## src/rtl/line_deserializer.sv

```systemverilog
// Collects WORDS words (critical-word-first, wrapping) into one cache line and offers it on a valid/ready port.
// Line is valid the cycle after the last word; abort wins over every other request.
module line_deserializer #(
  parameter  int WORD_W = 32,
  parameter  int WORDS  = 8,
  localparam int IDX_W  = $clog2(WORDS)
) (
  input  logic                      clk,
  input  logic                      rst_n,
  input  logic                      start_valid,
  input  logic [IDX_W-1:0]          start_idx,
  input  logic                      in_valid,
  output logic                      in_ready,
  input  logic [WORD_W-1:0]         in_data,
  output logic                      word_strobe,
  output logic [IDX_W-1:0]          word_idx,
  output logic                      out_valid,
  input  logic                      out_ready,
  output logic [WORD_W*WORDS-1:0]   out_data,
  output logic                      busy,
  input  logic                      abort
);

  typedef enum logic [1:0] {S_IDLE, S_FILL, S_HOLD} state_t;

  localparam logic [IDX_W:0] CNT_LAST = (IDX_W+1)'(WORDS - 1);

  state_t                    state_q;
  logic [IDX_W-1:0]          idx_q;
  logic [IDX_W-1:0]          idx_d;
  logic [IDX_W:0]            cnt_q;
  logic [WORD_W*WORDS-1:0]   line_q;
  logic                      out_valid_q;

  // WORDS is a power of two, so the natural IDX_W-bit overflow is the wrap.
  assign idx_d       = idx_q + IDX_W'(1);

  assign in_ready    = (state_q == S_FILL) && !abort;
  assign word_strobe = in_valid && in_ready;
  assign word_idx    = idx_q;
  assign out_valid   = out_valid_q;
  assign out_data    = line_q;
  assign busy        = (state_q != S_IDLE);

  always_ff @(posedge clk or negedge rst_n) begin
    if (!rst_n) begin
      state_q     <= S_IDLE;
      idx_q       <= '0;
      cnt_q       <= '0;
      line_q      <= '0;
      out_valid_q <= 1'b0;
    end else if (abort) begin
      state_q     <= S_IDLE;
      cnt_q       <= '0;
      out_valid_q <= 1'b0;
    end else begin
      case (state_q)
        S_IDLE: begin
          if (start_valid) begin
            idx_q   <= start_idx;
            cnt_q   <= '0;
            state_q <= S_FILL;
          end
        end
        S_FILL: begin
          if (in_valid) begin
            line_q[idx_q*WORD_W +: WORD_W] <= in_data;
            idx_q <= idx_d;
            cnt_q <= cnt_q + (IDX_W+1)'(1);
            if (cnt_q == CNT_LAST) begin
              state_q     <= S_HOLD;
              out_valid_q <= 1'b1;
            end
          end
        end
        S_HOLD: begin
          // A start alongside the handshake skips the IDLE bubble.
          if (out_ready) begin
            out_valid_q <= 1'b0;
            if (start_valid) begin
              idx_q   <= start_idx;
              cnt_q   <= '0;
              state_q <= S_FILL;
            end else begin
              state_q <= S_IDLE;
            end
          end
        end
        default: begin
          state_q     <= S_IDLE;
          out_valid_q <= 1'b0;
        end
      endcase
    end
  end

endmodule

```

## config.mk

```make
export PLATFORM = sky130hd
export DESIGN_NAME = line_deserializer
export DESIGN_NICKNAME = d
export VERILOG_FILES = /design/src/rtl/line_deserializer.sv
export SDC_FILE = /design/constraint.sdc
export NUM_CORES = 1
export LEC_CHECK = 0
export ABC_AREA = 1
export CORE_MARGIN = 4
export CORE_UTILIZATION = 45
export CTS_BUF_LIST = sky130_fd_sc_hd__clkbuf_8 sky130_fd_sc_hd__clkbuf_16
export DETAILED_ROUTE_END_ITERATION = 12
export GPL_ROUTABILITY_DRIVEN = 0
export PLACE_DENSITY = 0.81
export SYNTH_ARGS = -nofsm -noshare
export SYNTH_HDL_FRONTEND = slang
export SYNTH_SLANG_ARGS = --single-unit
```

## constraint.sdc

```tcl
create_clock -name clk -period 1.99 [get_ports clk]
set_clock_uncertainty 0.1 [all_clocks]
set_input_delay 0.398 -clock clk [delete_from_list [all_inputs] [get_ports clk]]
set_output_delay 0.398 -clock clk [all_outputs]
set_load 0.02 [all_outputs]
```

==> results <==
## cells by family after synthesis
kind of cell	after synthesis	synth area share (%)
AO/OA/AOI/OAI	132	5.60
AND/OR/NAND/NOR	928	31.8
flip-flops	266	56.4
adder cells (fa/ha/maj)	5	0.530
buffers and inverters	157	5.65
## cell type report
type | instances | area share (%)
clock inverters | 15 | 0.629
inverters | 59 | 1.39
repair buffers | 394 | 23.1
clock buffers | 34 | 4.76
well taps | 335 | 2.51
multi-input cells | 1065 | 27.7
flip-flops and latches | 266 | 39.9
## timing repair
item | 4_1_cts | 5_1_grt
cloned | 0 | 8
hold endpoints to repair | 46 | 0
resized for setup | 282 | 39
setup endpoints to repair | 273 | 221
buffers inserted | 1 | 12
pin swaps | 1 | 9
hold buffers | 1 | 0
## flip-flops by register name, indices dropped and copies added, names as in the netlist
name       count
cnt_q          4
out_data     256
out_valid      1
state_q        2
word_idx       3
## routing by layer
layer | vias up | GRT usage, % | wire [µm]
met5 | - | 0 | 0
li1 | 5358 | - | -
met1 | 5548 | 36.4 | 15900
met3 | 90 | 6.67 | 4290
met2 | 623 | 40.3 | 18300
met4 | 0 | 8.13 | 1390
## power groups by stage
| stage | logic (W) | registers, W | clock network, W |
|---|---|---|---|
| floorplan | 0.00446 | 0.00746 | 0 |
| finish | 0.00982 | 0.00657 | 0.00510 |
| global route | 0.0106 | 0.00665 | 0.00538 |
| global placement | 0.00916 | 0.00665 | 0 |
| detailed placement | 0.00929 | 0.00667 | 0 |
| CTS | 0.00888 | 0.00657 | 0.00516 |
## metrics by stage
step | hold WS, ns | total power [W] | setup TNS (ns) | instance area [µm²]
final | 0.286 | 0.0215 | -0.000695 | 16700
after global routing | 0.306 | 0.0226 | -0.676 | 16700
after CTS | 0.300 | 0.0206 | 0 | 16300
after detailed placement | 0.288 | 0.0160 | -1.38 | 15700
after global placement | 0.288 | 0.0158 | -0.385 | 15700
after floorplan | 0.00241 | 0.0119 | -0.571 | 11900
## layout by cell type (no fill, tap or decap), types with 2 or more instances in the layout
| master | instances |
|---|---|
| nand2_1 | 585 |
| dfrtp_1 | 263 |
| dlygate4sd2_1 | 259 |
| nand3_1 | 144 |
| nor2_1 | 127 |
| o21ai_0 | 101 |
| inv_1 | 61 |
| buf_4 | 54 |
| clkdlybuf4s50_1 | 39 |
| clkbuf_16 | 36 |
| o21ai_1 | 29 |
| buf_12 | 27 |
| nor3_1 | 25 |
| nor2_2 | 22 |
| nor2_4 | 7 |
| nand2_2 | 7 |
| nand3_2 | 5 |
| clkbuf_8 | 5 |
| inv_2 | 4 |
| buf_6 | 4 |
| ha_1 | 3 |
| dfrtp_2 | 3 |
| inv_4 | 2 |
| inv_6 | 2 |
| a21oi_1 | 2 |
| nand4_1 | 2 |
| or2_2 | 2 |
| ha_4 | 2 |
## final timing paths
path	cells past startpoint	slack, ns	endpoint
setup / recovery	11	-0.0007	out_data[158]
hold / removal	2	0.29	out_data[105]
setup reg to reg	11	-0.0007	out_data[158]
hold reg to reg	2	0.36	out_data[94]
max in group asynchronous	3	0.86	out_data[27]
min in group clk	2	0.36	out_data[94]
## worst max-delay path, stage by stage, from the launching register on
cell     delay, ns
dfrtp_2       0.38
inv_4         0.06
ha_4          0.17
ha_1          0.21
buf_4         0.15
nor2_4        0.12
buf_4         0.14
buf_12        0.13
nand2_1       0.13
nor2_2        0.17
nand3_1       0.09
nand2_1       0.07
==> qor.yml <==
outcome: "complete, but fails checks"
failed_checks: "setup timing"
post_drt_wl_per_cell_um: 18.4
final_core_util_pct: 64.5
die_h_um: 170
dpl.hpwl_um: 27200
clockBufferDepth: 3
seqPwrFrac_pct: 30.6
antenna_found_initial: 0
synthTopCellsByCount: "588 x nand2_1, 266 x dfrtp_1, 152 x nor2_1"
startpoint: "word_idx[0]"
synth-main-ff-cell: "dfrtp_1"
syn_inst: 1488
n_antenna_cell: 0
cts-root-buf: "clkbuf_16"
synth_top_cell_by_area: "dfrtp_1"
synth_top_area_share_pct: 56.4
synth_seq_area_share_pct: 56.4
grtUsageTotal_pct: 26.0
ys_seq_elements: 266
drt_first_iter_violations: 1281
fp.dieW_um: 170
synth.net_count: 1534
core_area_um2: 25900
power.share.clock_pct: 23.7
p_comb_share_pct: 45.7
vias_per_cell: 5.36
cts_max_level: 1
die-area_um2: 28900
hp-class: "input port to async pin"
grt_max_degree: 65
end_kind: "flop"
multiInputGateArea_um2: 4630
p_sw_share_pct: 42.2
cts_tree: "built"
rows: 59
yosysMostFrequentCell: "nand2_1"
wl_um: 39900
leakagePower_nw: 9.32
initial_utilization_pct: 45.5
intPower_w: 0.0124
relSlewSlack_pct: 64.9
finalMaxSlewViolations: 0
seqCellArea_um2: 6660
final_cell_count_no_fill: 2168
grt_pass1_wl_um: 60900
synthArstFlopShare_pct: 100
ir_drop_uv: 910
drtPass1Iterations: 6
clock_sinks: 266
placed_cells: 2097
switching_power_w: 0.00907
p_per_area_nw_per_um2: 1290
drcViolationCount: 0
dp_slack_ns: -0.214
nFillCells: 2165
clk_pin_slew_ns: 0.06
areaGrowthSynthToFinish_pct: 41.6
drive_above_1_share_pct: 10.4
r2r_start: "word_idx[0]"
synthTopCellsByArea: "dfrtp_1 56%, nand2_1 19%, nand3_1 6.2%"
yosysWarnings: 0
synth.distinct_cells: 23
cp.arrival_ns: 2.36
portBuffers: 303
netlist_area_um2: 11800
max_clock_freq_mhz: 502
grt_pass1_vias: 11000
path_class: "flop to flop"
io_pins: 304
gr-total-overflow: 0
worst-path-max-fanout: 11
cp-start-kind: "flop"
finalCriticalPeriod_ns: 1.99
synth_edf_count: 0
rsz0062_at_grt: "true"
maxCapViolCount: 0
finalSetupViolCount: 1
synth_area_per_cell_um2: 7.93
drtAntennaViolNets: 0
critPathRequiredTime_ns: 2.36
finalHoldViolations: 0
fin_nets: 1861
worst_pin_slew_ns: 0.527
fin_ws_ns: -0.000695
route.vias.total: 11600
clkLatencyLatePin_ns: 0.54
min_period_over_period_pct: 100
cts_buffers: 29
Power figures use the tool's default switching activity.
